<file path="src/rtl/reorder_buffer_if.sv">
// Payload types shared by rename, the reorder buffer and retire, plus the squash interface.
package reorder_buffer_pkg;
    localparam int unsigned ARF_W = 5;
    localparam int unsigned PRF_W = 6;
    localparam int unsigned ID_W  = 8;
    localparam int unsigned PC_W  = 32;

    typedef struct packed {
        logic [PC_W-1:0]  pc;
        logic [ARF_W-1:0] rd;
        logic             rd_valid;
    } si_t;

    typedef struct packed {
        si_t              si;
        logic [PRF_W-1:0] prd;
        logic [ID_W-1:0]  id;
    } di_t;

    typedef struct packed {
        logic [ARF_W-1:0] ard;
        logic [PRF_W-1:0] prd;
        logic             needprf2arf;
        logic [ID_W-1:0]  id;
        logic [PC_W-1:0]  pc;
    } rob_entry_t;
endpackage

interface squash_if;
    logic valid;

    modport master (output valid);
    modport slave  (input  valid);
endinterface

</file>
<file path="src/rtl/reorder_buffer.sv">
// In-order retirement buffer: allocates at the tail, marks entries done on writeback,
// retires done entries from the head one per cycle; squash or reset empties it.
module reorder_buffer
    import reorder_buffer_pkg::*;
#(
    parameter int unsigned ROBSIZE      = 16,
    parameter int unsigned ROB_IDX_BITS = $clog2(ROBSIZE)
) (
    input  logic                    clk,
    input  logic                    rst,
    input  di_t                     di_i,
    input  logic                    di_i_valid,
    output logic                    di_i_ready,
    output logic [ROB_IDX_BITS-1:0] alloc_idx_o,
    input  logic                    wb_valid_i,
    input  logic [ROB_IDX_BITS-1:0] wb_idx_i,
    output rob_entry_t              retire_entry_o,
    output logic                    retire_entry_o_valid,
    output logic [ROB_IDX_BITS:0]   count_o,
    squash_if.slave                 squash_io
);

    localparam int unsigned PTR_W = ROB_IDX_BITS + 1;

    logic [PTR_W-1:0]        head;
    logic [PTR_W-1:0]        tail;
    logic [ROBSIZE-1:0]      valid_q;
    logic [ROBSIZE-1:0]      done_q;
    rob_entry_t              entries [ROBSIZE];

    logic [ROB_IDX_BITS-1:0] head_idx;
    logic [ROB_IDX_BITS-1:0] tail_idx;
    logic                    empty;
    logic                    full;
    logic                    alloc;
    logic                    retire;
    logic                    wb_hit;

    // Occupancy and handshake decode; wrap bit distinguishes full from empty
    always_comb begin
        head_idx             = head[ROB_IDX_BITS-1:0];
        tail_idx             = tail[ROB_IDX_BITS-1:0];
        empty                = (head == tail);
        full                 = (head_idx == tail_idx) && (head[PTR_W-1] != tail[PTR_W-1]);
        di_i_ready           = !full;
        alloc_idx_o          = tail_idx;
        alloc                = di_i_valid && !full && !squash_io.valid;
        retire               = !empty && done_q[head_idx] && !squash_io.valid;
        wb_hit               = wb_valid_i && valid_q[wb_idx_i] && !squash_io.valid
                               && !(retire && (wb_idx_i == head_idx));
        retire_entry_o_valid = retire;
        retire_entry_o       = entries[head_idx];
        count_o              = tail - head;
    end

    // Pointer and status state; alloc/retire never collide since that needs full or empty
    always_ff @(posedge clk) begin
        if (rst || squash_io.valid) begin
            head    <= '0;
            tail    <= '0;
            valid_q <= '0;
            done_q  <= '0;
        end else begin
            if (alloc) begin
                tail              <= tail + PTR_W'(1);
                valid_q[tail_idx] <= 1'b1;
                done_q[tail_idx]  <= 1'b0;
            end
            if (wb_hit) begin
                done_q[wb_idx_i] <= 1'b1;
            end
            if (retire) begin
                head              <= head + PTR_W'(1);
                valid_q[head_idx] <= 1'b0;
                done_q[head_idx]  <= 1'b0;
            end
        end
    end

    // Payload storage, written only on allocation
    always_ff @(posedge clk) begin
        if (alloc) begin
            entries[tail_idx] <= '{ard:         di_i.si.rd,
                                   prd:         di_i.prd,
                                   needprf2arf: di_i.si.rd_valid,
                                   id:          di_i.id,
                                   pc:          di_i.si.pc};
        end
    end

    // A writeback can never target the slot being allocated in the same cycle
    always_ff @(posedge clk) begin
        if (!rst && !squash_io.valid && alloc && wb_valid_i) begin
            assert (wb_idx_i != tail_idx)
                else $error("writeback to entry %0d in its allocation cycle", wb_idx_i);
        end
    end

endmodule
</file>
<file path="src/flat_wrapper.sv">
// flat-port wrapper written by rule: the top's interface ports become plain ports
module reorder_buffer_flat import reorder_buffer_pkg::*;
#(
    parameter int unsigned ROBSIZE      = 16,
    parameter int unsigned ROB_IDX_BITS = $clog2(ROBSIZE)
)
  (clk, rst, di_i, di_i_valid, di_i_ready, alloc_idx_o, wb_valid_i, wb_idx_i, retire_entry_o, retire_entry_o_valid, count_o, squash_io_valid);
  squash_if squash_io_i ();
  input  logic clk;
  input  logic rst;
  input  di_t di_i;
  input  logic di_i_valid;
  output logic di_i_ready;
  output logic [ROB_IDX_BITS-1:0] alloc_idx_o;
  input  logic wb_valid_i;
  input  logic [ROB_IDX_BITS-1:0] wb_idx_i;
  output rob_entry_t retire_entry_o;
  output logic retire_entry_o_valid;
  output logic [ROB_IDX_BITS:0] count_o;
  input wire logic [$bits(squash_io_i.valid)-1:0] squash_io_valid;
  assign squash_io_i.valid = squash_io_valid;
  reorder_buffer #(.ROBSIZE(ROBSIZE), .ROB_IDX_BITS(ROB_IDX_BITS)) u_core (.clk(clk), .rst(rst), .di_i(di_i), .di_i_valid(di_i_valid), .di_i_ready(di_i_ready), .alloc_idx_o(alloc_idx_o), .wb_valid_i(wb_valid_i), .wb_idx_i(wb_idx_i), .retire_entry_o(retire_entry_o), .retire_entry_o_valid(retire_entry_o_valid), .count_o(count_o), .squash_io(squash_io_i));
endmodule
</file>
<file path="config.mk">
export PLATFORM = sky130hd
export DESIGN_NAME = reorder_buffer_flat
export DESIGN_NICKNAME = d
export VERILOG_FILES = /design/src/rtl/reorder_buffer_if.sv /design/src/rtl/reorder_buffer.sv /design/src/flat_wrapper.sv
export SDC_FILE = /design/constraint.sdc
export NUM_CORES = 1
export LEC_CHECK = 0
export CORE_MARGIN = 5
export CORE_UTILIZATION = 30
export DETAILED_ROUTE_END_ITERATION = 8
export PLACE_DENSITY_LB_ADDON = 0.25
export RECOVER_POWER = 100
export SYNTH_ARGS = -nofsm -noshare
export SYNTH_HDL_FRONTEND = slang
export SYNTH_SLANG_ARGS = --single-unit
</file>
<file path="constraint.sdc">
create_clock -name clk -period 5.89 [get_ports clk]
set_clock_uncertainty 0.1 [all_clocks]
set_input_delay 1.178 -clock clk [delete_from_list [all_inputs] [get_ports clk]]
set_output_delay 1.178 -clock clk [all_outputs]
set_load 0.05 [all_outputs]
</file>
Yosys cells after proc, flatten, opt, wreduce, memory -nomap -nowiden
Memories as Yosys holds them, arrays and structs flattened. A register that Yosys moved wholly into a read port is not among the register bits.
Cells that the tools add are included.

word-level totals
  output and inout port bits = 63
  bits of input ports = 61
  flip-flop bits (word level) = 42
  bits in writable memories = 832
  logic and storage cells = 64
  memories kept = 1

cells by class
  reductions and logical operators = 17
  bitwise gates (word level) = 7
  equality and inequality tests = 4
  $lt $le $gt $ge = 6
  add/subtract/negate cells = 3
  muxes and demuxes = 22

memories
  memory          words  width  read ports  clocked after Yosys merged registers in  write ports  RTL line              source
  u_core.entries  16     52     1           1                                        1            reorder_buffer.sv:29  rob_entry_t entries [ROBSIZE];

operators with widths
  cell                                                         number
  two-way mux 16 bit                                           8
  AND 16 bit                                                   3
  inverter 16 bit                                              2
  bitwise OR 16 bit                                            2
  less-than comparator 4 x 5 -> 1 bit (second input constant)  3
  demux 1 bit (select 4 bit)                                   3
  >= comparator 4 x 1 -> 1 bit (second input constant)         3
  logical AND 1 bit                                            12
  adder 5 x 1 -> 5 bit (second input constant)                 2
  binary-select mux 1 bit (select 4 bit)                       2
  equality test 4 bit                                          2
  two-way mux 4 bit                                            2
  two-way mux 1 bit                                            7
  equality test 5 bit                                          1
  subtractor 5 bit                                             1
  logical NOT 1 bit                                            4
  logical OR 1 bit                                             1
  != test 1 bit                                                1

Logic depth before layout (Yosys ltp)
Gate-level depths: netlist of the first run.

  word-level depth = 13
  mapped depth = 10

Least setup slack after synthesis of the first run
No wires, ideal clock.

  kind = flip-flop to flip-flop
  start = register u_core.head[2]
  end = register u_core.valid_q[3]
  cell stages (with the launch flop) = 11
  library setup time = 85 ps
  path slack = -275 ps
  data required time = 5,705 ps
  buffers on the path = 2
  arrival time = 5,980 ps
  cells stage by stage = dfxtp_1 -> clkbuf_1 -> inv_1 -> ha_1 -> nand4_1 -> nand2b_1 -> buf_2 -> nand3_1 -> nor3_1 -> o21ai_0 -> a21oi_1

between the ends
  word-level cells in the longest chain between the ends = 9
  elaborated cells between the ends (all ways) = 21
  those cells by class = order compare (2); eq/ne (2); mux (7); bitwise (2); reduce/logical (8)

RTL lines
  item                               RTL line              source
  start, declared                    reorder_buffer.sv:25  logic [PTR_W-1:0] head;
  start signal, assigned             reorder_buffer.sv:73  head <= head + PTR_W'(1);
  equality test 4 bit *              reorder_buffer.sv:44  full = (head_idx == tail_idx) && (head[PTR_W-1] != tail[PTR_W-1]);
  logical AND 1 bit *                reorder_buffer.sv:44
  logical NOT 1 bit *                --
  via di_i_ready                     flat_wrapper.sv:13    output logic di_i_ready;
  logical AND 1 bit * (2 in series)  reorder_buffer.sv:47  alloc = di_i_valid && !full && !squash_io.valid;
  two-way mux 16 bit *               reorder_buffer.sv:64  if (alloc) begin
  two-way mux 16 bit *               reorder_buffer.sv:58  if (rst || squash_io.valid) begin
  AND 16 bit (no line)               --
  two-way mux 16 bit *               reorder_buffer.sv:72  if (retire) begin
  end signal, assigned               reorder_buffer.sv:61  valid_q <= '0;
  end signal, assigned by index      reorder_buffer.sv:66  valid_q[tail_idx] <= 1'b1;
  end signal, assigned by index      reorder_buffer.sv:74  valid_q[head_idx] <= 1'b0;
  end, declared                      reorder_buffer.sv:27  logic [ROBSIZE-1:0] valid_q;

Mark *: on every way through the listed nets, which the timed path passes. The rest lies on a longest branch. The select of a mux whose other input is x is not followed.
A chain may end at the register's enable or synchronous reset.

==> flow_metrics.env, run 1 <==
export IMPL_fin_tns_setup_ns=0
export IMPL_violations="capacitance limit, slew limit"
export IMPL_htreeDepth=3
export IMPL_cts_tree="built"
export IMPL_required_ns=4.61
export IMPL_drt_iter0_markers=1161
export IMPL_io_buffers=123
export IMPL_period_share_pct=90.3
export IMPL_synth_warnings=0
export IMPL_dp_slack_ns=1.43
export IMPL_root_buffer="clkbuf_16"
export IMPL_cts_resized=0
export IMPL_cp_max_fo=24
export IMPL_slowest_stage="dfxtp_2"
export IMPL_worstReg2RegStart="u_core.head[1]"
export IMPL_die_area_sq_mm=0.119
export IMPL_cts_hold_buffers=0
export IMPL_synth_area_sq_mm=0.0337
export IMPL_min_path_cells=2
export IMPL_outcome="finished with violations"
export IMPL_viasPerCell=4.83
export IMPL_rsz0062_at_grt="no"
export IMPL_drt_pass1_iterations=5
export IMPL_hold_viol=0
export IMPL_criticalPathCategory="reg -> out"
export IMPL_clk_latency_ns=0.63
export IMPL_ys_seq_elements=878
export IMPL_wire_per_inst_microns=25.6
export IMPL_min_path_type="reg -> reg"
export IMPL_worst_setup_path_end_kind="output port"
export IMPL_synth_area_top_cells="edfxtp_1 74%, mux4_2 18%, dfxtp_1 2.7%"
export IMPL_holdPathEnd="u_core.done_q[13]"
export IMPL_rows=123
export IMPL_p_leak_uw=0.0119
export IMPL_syn_to_final_growth_pct=18.1
export IMPL_route_detailed_drc=0
export IMPL_grt_max_degree=65
export IMPL_syn_area_per_cell_sq_um=23.4
export IMPL_async_reset_ff_share_pct=0
export IMPL_maxSlewHeadroom_pct=-70.9
export IMPL_start_util_pct=30.1
export IMPL_fin_nets=1698
export IMPL_syn_inst=1440
export IMPL_max_clock_freq_mhz=188
export IMPL_grt_antenna_before_repair=22
export IMPL_gr_total_overflow=0
export IMPL_power_density_mw_per_mm2=317
export IMPL_die_y_microns=345
export IMPL_clkSinkCount=878
export IMPL_setup_slack_ns=0.572
export IMPL_numCtsBuffers=90
export IMPL_worstPathCellList="buf_12 -> buf_12 -> mux4_2 -> mux4_2 -> dlygate4sd3_1"
export IMPL_min_from="u_core.done_q[13]"
export IMPL_yosysTopAreaCell="edfxtp_1"
export IMPL_drv_cap=17
export IMPL_holdWs_ns=0.390
export IMPL_cpPeakStageDelay_ns=0.93
export IMPL_post_cts_setup_buffer_count=0
export IMPL_track_usage_pct=13.6
export IMPL_clk_path_buf_depth=3
export IMPL_finalWirelength_microns=82100
export IMPL_yosysSeqAreaShare_pct=76.9
export IMPL_period_needed_ns=5.32
export IMPL_drive_above_1_share_pct=26.4
export IMPL_die_w_microns=345
export IMPL_arrival_ns=4.04
export IMPL_grt_first_pass_wirelength_microns=120000
export IMPL_ys_types=40
export IMPL_rr_worst_depth=7
export IMPL_final_common_cell="edfxtp_1"
export IMPL_ant_nets=0
export IMPL_synth_edf_count=832
export IMPL_dp_hpwl_microns=43700
export IMPL_gp_congestion=0.733
export IMPL_r2r_end="u_core.entries[10][29]"
export IMPL_peakVddDrop_mv=0.220
export IMPL_maxSlewViolCount=539
export IMPL_synth_top_area_share_pct=74.2
export IMPL_num_io_pins=124
export IMPL_start_kind="flop"
export IMPL_vias=15500
export IMPL_path_clk_slew_ns=0.06
export IMPL_setup_violations=0
export IMPL_synth_nets=1514
export IMPL_r2r_setup_slack_ns=0.77
export IMPL_ys_flop_type="edfxtp_1"
export IMPL_core_area_sq_mm=0.112
export IMPL_worst_pin_slew_ns=2.55
export IMPL_final_cell_mix="832 x edfxtp_1, 265 x mux4_2, 101 x dlygate4sd3_1"
export IMPL_grt_pass1_vias=16800
## stage by stage
step	util (%)	instances	total power, uW	cell area [sq um]
6_report	35.5	3206	12600	39800
5_1_grt	35.5	3199	13100	39800
4_1_cts	35.7	3198	12800	40000
3_5_place_dp	33.2	3032	7300	37200
3_3_place_gp	33.2	3032	7290	37200
2_1_floorplan	-	1440	7120	33700
## how the worst max path moves through the flow
stage / from / to / slack, ns
after floorplan: u_core.head[2] / u_core.entries[15][0] / 1.13
final: flop / retire_entry_o[26] / 0.57
after global routing: flop / retire_entry_o[18] / 0.32
after CTS: flop / retire_entry_o[36] / 0.73
after detailed placement: flop / retire_entry_o[36] / 1.43
after global placement: flop / retire_entry_o[36] / 1.46
## cell usage after synthesis, types with 3 or more instances
cell	count
edfxtp_1	832
mux4_2	265
dfxtp_1	46
clkbuf_1	36
nor2_1	34
buf_2	29
a21oi_1	20
nand4_1	17
o21ai_0	16
a22oi_1	13
ha_1	12
o211ai_1	12
inv_1	11
nand2_1	8
nand3_1	8
xor2_1	8
buf_1	7
mux2i_1	7
xnor2_1	7
nand3b_1	6
and2_1	5
nor3_1	5
buf_4	4
nand2b_1	4
nor2b_1	4
buf_6	3
nor4_2	3
## worst max-delay path, delay by kind of cell (launching register included)
kind / cells / cell delay (ns)
buffers and inverters: 3 / 1.37
muxes: 2 / 1.06
DFF: 1 / 0.93
## metal layers
layer,wire [microns],track usage (%)
met1,36000,18.6
met2,40800,22.7
met3,4040,2.58
met4,1300,3.15
met5,23,0
## kinds of logic after synthesis
logic type / synth area share [%]
AO/OA/AOI/OAI: 1.20
multiplexers: 18.1
buffers and inverters: 1.22
adder cells (fa/ha/maj): 0.505
AND/OR/NAND/NOR: 1.69
flip-flops: 76.9
XOR/XNOR: 0.390
## final cells by class
type	instances	area [sq um]
multi-input combinational	472	7430
timing repair buffer	171	1680
clock inverter	66	512
tap	1500	1880
clock buffer	100	2310
sequential	878	25900
inverter	11	41.3
antenna	8	20.0
fill	10300	72200
## sequential cells by signal, indices dropped and copies added (netlist names), named ones only
signal / cells
u_core.done_q: 16
u_core.entries: 832
u_core.head: 5
u_core.valid_q: 16
u_core.tail: 5
## power breakdown
part / switching (uW) / internal, uW / total, uW
Combinational: 206 / 87.9 / 294
Clock: 2340 / 3130 / 5470
Sequential: 5.95 / 6850 / 6860
Total: 2550 / 10100 / 12600
(Power assumes the default switching activity.)
==> run 2, diff against run 1 <==
--- a/config.mk
+++ b/config.mk
@@ -8,8 +8,9 @@
 export CORE_MARGIN = 5
 export CORE_UTILIZATION = 30
 export DETAILED_ROUTE_END_ITERATION = 8
-export PLACE_DENSITY_LB_ADDON = 0.25
+export PLACE_DENSITY = 0.55
 export RECOVER_POWER = 100
+export SLEW_MARGIN = 20
 export SYNTH_ARGS = -nofsm -noshare
 export SYNTH_HDL_FRONTEND = slang
 export SYNTH_SLANG_ARGS = --single-unit
==> flow_metrics.env, run 2 (synthesis results as in run 1) <==
export IMPL_drt_iter0_markers=1303
export IMPL_syn_to_final_growth_pct=18.3
export IMPL_die_w_microns=345
export IMPL_pwr_share_clk_pct=44.5
export IMPL_numCtsBuffers=88
export IMPL_cts_tree="built"
export IMPL_htreeDepth=3
export IMPL_clk_path_buf_depth=3
export IMPL_final_common_cell="edfxtp_1"
export IMPL_holdPathEnd="u_core.done_q[1]"
export IMPL_ant_nets=0
export IMPL_worst_setup_path_end_kind="output port"
export IMPL_fillers=10300
export IMPL_maxSlewHeadroom_pct=-74.2
export IMPL_fin_tns_setup_ns=0
export IMPL_r2r_setup_slack_ns=0.82
export IMPL_setup_slack_ns=0.651
export IMPL_holdWs_ns=0.401
export IMPL_pwr_share_seq_pct=53.3
export IMPL_track_usage_pct=13.3
export IMPL_p_leak_uw=0.0119
export IMPL_max_clock_freq_mhz=191
export IMPL_outcome="finished with violations"
export IMPL_die_area_sq_mm=0.119
export IMPL_num_io_pins=124
export IMPL_arrival_ns=3.96
export IMPL_required_ns=4.61
export IMPL_clk_latency_ns=0.63
export IMPL_critPathBufInv=2
export IMPL_drt_pass1_iterations=5
export IMPL_cpPeakStageDelay_ns=0.81
export IMPL_power_frac_comb_pct=2.3
export IMPL_root_buffer="clkbuf_16"
export IMPL_largest_reg_flops=832
export IMPL_wire_per_inst_microns=25.3
export IMPL_criticalPathCategory="reg -> out"
export IMPL_start_util_pct=30.1
export IMPL_grt_antenna_before_repair=25
export IMPL_period_needed_ns=5.24
export IMPL_dp_hpwl_microns=44000
export IMPL_hold_viol=0
export IMPL_finalWirelength_microns=80900
export IMPL_slowest_stage="dfxtp_4"
export IMPL_regMostFlops="u_core.entries"
export IMPL_viasPerCell=4.89
export IMPL_start_kind="flop"
export IMPL_route_detailed_drc=0
export IMPL_violations="capacitance limit, slew limit"
export IMPL_io_buffers=123
export IMPL_final_cell_mix="832 x edfxtp_1, 265 x mux4_2, 115 x dlygate4sd3_1"
export IMPL_gp_congestion=0.767
export IMPL_drive_above_1_share_pct=26.2
export IMPL_min_from="u_core.done_q[1]"
export IMPL_grt_pass1_vias=16600
export IMPL_grt_max_degree=112
export IMPL_worstPathCellList="clkbuf_2 -> mux4_2 -> mux4_2 -> dlygate4sd3_1"
export IMPL_largestRegisters="u_core.entries (832), u_core.done_q (16), u_core.valid_q (16)"
export IMPL_worst_pin_slew_ns=2.61
export IMPL_cp_top_family="buffers and inverters"
export IMPL_worstReg2RegStart="u_core.head[3]"
export IMPL_maxSlewViolCount=556
export IMPL_peakVddDrop_mv=0.204
export IMPL_regArea_sq_mm=0.0259
export IMPL_post_cts_setup_buffer_count=0
export IMPL_cts_hold_buffers=0
export IMPL_cp_max_fo=32
export IMPL_swShare_pct=19.6
export IMPL_multi_input_area_sq_mm=0.00741
export IMPL_clkSinkCount=878
export IMPL_cp_depth=4
export IMPL_vias=15700
export IMPL_path_clk_slew_ns=0.06
export IMPL_period_share_pct=89.0
export IMPL_setup_violations=0
export IMPL_p_sw_uw=2530
export IMPL_grt_first_pass_wirelength_microns=117000
export IMPL_core_area_sq_mm=0.112
export IMPL_dp_slack_ns=1.42
export IMPL_r2r_end="u_core.entries[0][25]"
export IMPL_min_path_cells=2
export IMPL_power_density_mw_per_mm2=323
export IMPL_die_y_microns=345
export IMPL_cts_resized=0
export IMPL_rows=123
export IMPL_drv_cap=19
export IMPL_rr_worst_depth=7
export IMPL_rsz0062_at_grt="no"
export IMPL_p_int_uw=10300
export IMPL_min_path_type="reg -> reg"
export IMPL_fin_nets=1697
export IMPL_gr_total_overflow=0
export IMPL_path_common_cell="mux4_2"
run 2: cell count changes in the layout (fill, tap and decap cells not counted), sizes merged:
cell | before | now
clkinv | 49 | 36
clkinvlp | 3 | 7
dlygate4sd3 | 101 | 115
buf | 27 | 16
inv | 18 | 14
clkdlybuf4s50 | 22 | 8
clkbuf | 120 | 139
diode | 8 | 5
bufinv | 7 | 12
run 2: worst register-to-register path, cell delays in order (launching register included):
cell and delay [ns]:
dfxtp_1 0.60, inv_1 0.22, ha_1 0.37, nand4_1 0.17, nand2b_1 0.35, nand3_1 0.49
nor3_1 0.41, clkbuf_1 1.89
run 2: power by group through the flow:
| stage | Clock (uW) | Sequential, uW | Combinational (uW) |
|---|---|---|---|
| after detailed placement | 0 | 6990 | 312 |
| after global placement | 0 | 6990 | 303 |
| after global routing | 6150 | 6850 | 313 |
| after CTS | 5880 | 6860 | 313 |
| final | 5730 | 6860 | 291 |
| after floorplan | 0 | 6990 | 125 |
run 2: worst max path at each step:
stage | start | end | slack, ns
2_1_floorplan | u_core.head[2] | u_core.entries[15][0] | 1.13
3_3_place_gp | squash_io_valid | retire_entry_o_valid | 1.40
3_5_place_dp | squash_io_valid | retire_entry_o_valid | 1.42
4_1_cts | flop | retire_entry_o[29] | 0.75
5_1_grt | flop | retire_entry_o[25] | 0.39
6_report | flop | retire_entry_o[29] | 0.65
run 2: area by class of cell:
type,instances,share of cell area [%]
sequential,878,65.0
multi-input combinational,472,18.6
clock buffer,107,5.97
tap,1500,4.71
timing repair buffer,172,4.08
clock inverter,58,1.51
inverter,11,0.104
antenna,5,0.0314
run 2: stage by stage:
stage / cells / power [uW] / util, % / cell area [sq um]
6_report: 3203 / 12900 / 35.6 / 39900
3_3_place_gp: 3033 / 7290 / 33.2 / 37200
3_5_place_dp: 3033 / 7300 / 33.2 / 37200
2_1_floorplan: 1440 / 7120 / - / 33700
5_1_grt: 3199 / 13300 / 35.6 / 39900
4_1_cts: 3198 / 13000 / 35.9 / 40200
run 2: per-layer routing:
layer  track usage, %  part of all wire, %
met1             17.8                   43
met3             2.47                  4.5
met5                0                0.059
met2             22.3                   50
met4             3.76                  2.6
==> run 3, diff against run 2 <==
--- a/config.mk
+++ b/config.mk
@@ -6,9 +6,9 @@
 export NUM_CORES = 1
 export LEC_CHECK = 0
 export CORE_MARGIN = 5
-export CORE_UTILIZATION = 30
+export CORE_UTILIZATION = 50
 export DETAILED_ROUTE_END_ITERATION = 8
-export PLACE_DENSITY = 0.55
+export PLACE_DENSITY = 0.78
 export RECOVER_POWER = 100
 export SLEW_MARGIN = 20
 export SYNTH_ARGS = -nofsm -noshare
==> flow_metrics.env, run 3 (synthesis results as in run 1) <==
export IMPL_ant_nets=0
export IMPL_route_detailed_drc=0
export IMPL_clk_path_buf_depth=3
export IMPL_power_density_mw_per_mm2=324
export IMPL_largest_reg_flops=832
export IMPL_min_path_type="reg -> reg"
export IMPL_period_needed_ns=5.28
export IMPL_worst_setup_path_end_kind="output port"
export IMPL_use_met1_pct=29.6
export IMPL_fin_nets=1677
export IMPL_grt_max_degree=65
export IMPL_setup_violations=0
export IMPL_power_frac_comb_pct=2.3
export IMPL_start_kind="flop"
export IMPL_post_cts_setup_buffer_count=0
export IMPL_use_met2_pct=34.9
export IMPL_die_y_microns=270
export IMPL_outcome="finished with violations"
export IMPL_swShare_pct=20.1
export IMPL_regMostFlops="u_core.entries"
export IMPL_wire_per_inst_microns=30.3
export IMPL_required_ns=4.61
export IMPL_die_area_sq_mm=0.0727
export IMPL_vias=16100
export IMPL_dp_hpwl_microns=37000
export IMPL_final_common_cell="edfxtp_1"
export IMPL_fillers=4628
export IMPL_final_cell_mix="832 x edfxtp_1, 265 x mux4_2, 114 x dlygate4sd3_1"
export IMPL_grt_first_pass_wirelength_microns=114000
export IMPL_cts_hold_buffers=0
export IMPL_hold_viol=0
export IMPL_start_util_pct=50.3
export IMPL_p_sw_uw=2530
export IMPL_finalWirelength_microns=77200
export IMPL_rows=95
export IMPL_gr_total_overflow=0
export IMPL_gp_congestion=0.844
export IMPL_drv_cap=18
export IMPL_period_share_pct=89.6
export IMPL_track_usage_pct=21.2
export IMPL_violations="capacitance limit, slew limit"
export IMPL_path_clk_slew_ns=0.06
export IMPL_die_w_microns=270
export IMPL_largestRegisters="u_core.entries (832), u_core.done_q (16), u_core.valid_q (16)"
export IMPL_criticalPathCategory="reg -> out"
export IMPL_htreeDepth=3
export IMPL_rsz0062_at_grt="no"
export IMPL_root_buffer="clkbuf_16"
export IMPL_worst_pin_slew_ns=2.64
export IMPL_grt_pass1_vias=16900
export IMPL_io_buffers=123
export IMPL_cts_resized=0
export IMPL_clk_latency_ns=0.63
export IMPL_busiest_layer="met2"
export IMPL_maxSlewViolCount=545
export IMPL_maxSlewHeadroom_pct=-76.6
export IMPL_p_int_uw=10100
export IMPL_max_clock_freq_mhz=190
export IMPL_viasPerCell=6.31
export IMPL_cts_tree="built"
export IMPL_pwr_share_seq_pct=54.4
export IMPL_drive_above_1_share_pct=26.0
export IMPL_drt_iter0_markers=2326
export IMPL_numCtsBuffers=86
export IMPL_syn_to_final_growth_pct=15.4
export IMPL_power_uw=12600
export IMPL_grt_antenna_before_repair=14
export IMPL_drt_pass1_iterations=6
export IMPL_peakVddDrop_mv=0.204
export IMPL_core_area_sq_mm=0.0670
export IMPL_clkSinkCount=878
export IMPL_num_io_pins=124
export IMPL_met3_usage_pct=4.15
export IMPL_pwr_share_clk_pct=43.3
export IMPL_p_leak_uw=0.0118
export IMPL_arrival_ns=4.00
export IMPL_cp_max_fo=33
export IMPL_fin_tns_setup_ns=0
[run 3: power groups by stage]
stage	clock (uW)	sequential [uW]	combinational [uW]
after detailed placement	0	6990	301
after global routing	5830	6860	306
after floorplan	0	6990	125
after CTS	5530	6860	305
after global placement	0	6990	288
final	5460	6860	287
[run 3: worst max-delay path, stage by stage (launching register included)]
cell and delay [ns]:
dfxtp_4 0.85, clkbuf_2 0.60, mux4_2 0.58, mux4_2 0.51, dlygate4sd3_1 0.78
[run 3: worst paths after layout]
| kind | to | slack (ns) | cells past startpoint | startpoint |
|---|---|---|---|---|
| worst max-delay path | retire_entry_o[32] | 0.61 | 4 | flop |
| worst min-delay path | u_core.done_q[10] | 0.40 | 2 | u_core.done_q[10] |
| worst max register to register | u_core.entries[6][44] | 0.77 | 7 | u_core.head[1] |
| worst min register to register | u_core.done_q[10] | 0.40 | 2 | u_core.done_q[10] |
[run 3: per-layer routing]
metal	routed length, microns	vias up
met1	29700	8532
met3	6860	127
li1	-	6495
met5	64	-
met4	1580	10
met2	39000	943
[run 3: cell type report]
| type | count | area [sq um] | area share (%) |
|---|---|---|---|
| Sequential cell | 878 | 25900 | 66.6 |
| Multi-Input combinational cell | 472 | 7390 | 19.0 |
| Clock buffer | 105 | 2280 | 5.87 |
| Timing Repair Buffer | 154 | 1620 | 4.16 |
| Tap cell | 873 | 1090 | 2.81 |
| Clock inverter | 50 | 520 | 1.34 |
| Inverter | 11 | 41.3 | 0.106 |
| Antenna cell | 8 | 20.0 | 0.0515 |
[run 3: through the flow]
| stage | utilization [%] | hold WS, ns | setup slack, ns | area [sq um] | std cells |
|---|---|---|---|---|---|
| after global placement | 54.2 | 0.374 | 1.52 | 36300 | 2388 |
| after CTS | 58.4 | 0.398 | 0.780 | 39100 | 2543 |
| after detailed placement | 54.2 | 0.388 | 1.48 | 36300 | 2388 |
| final | 58.0 | 0.400 | 0.614 | 38900 | 2551 |
| after floorplan | - | 0.359 | 1.13 | 33700 | 1440 |
| after global routing | 58.0 | 0.421 | 0.353 | 38900 | 2546 |
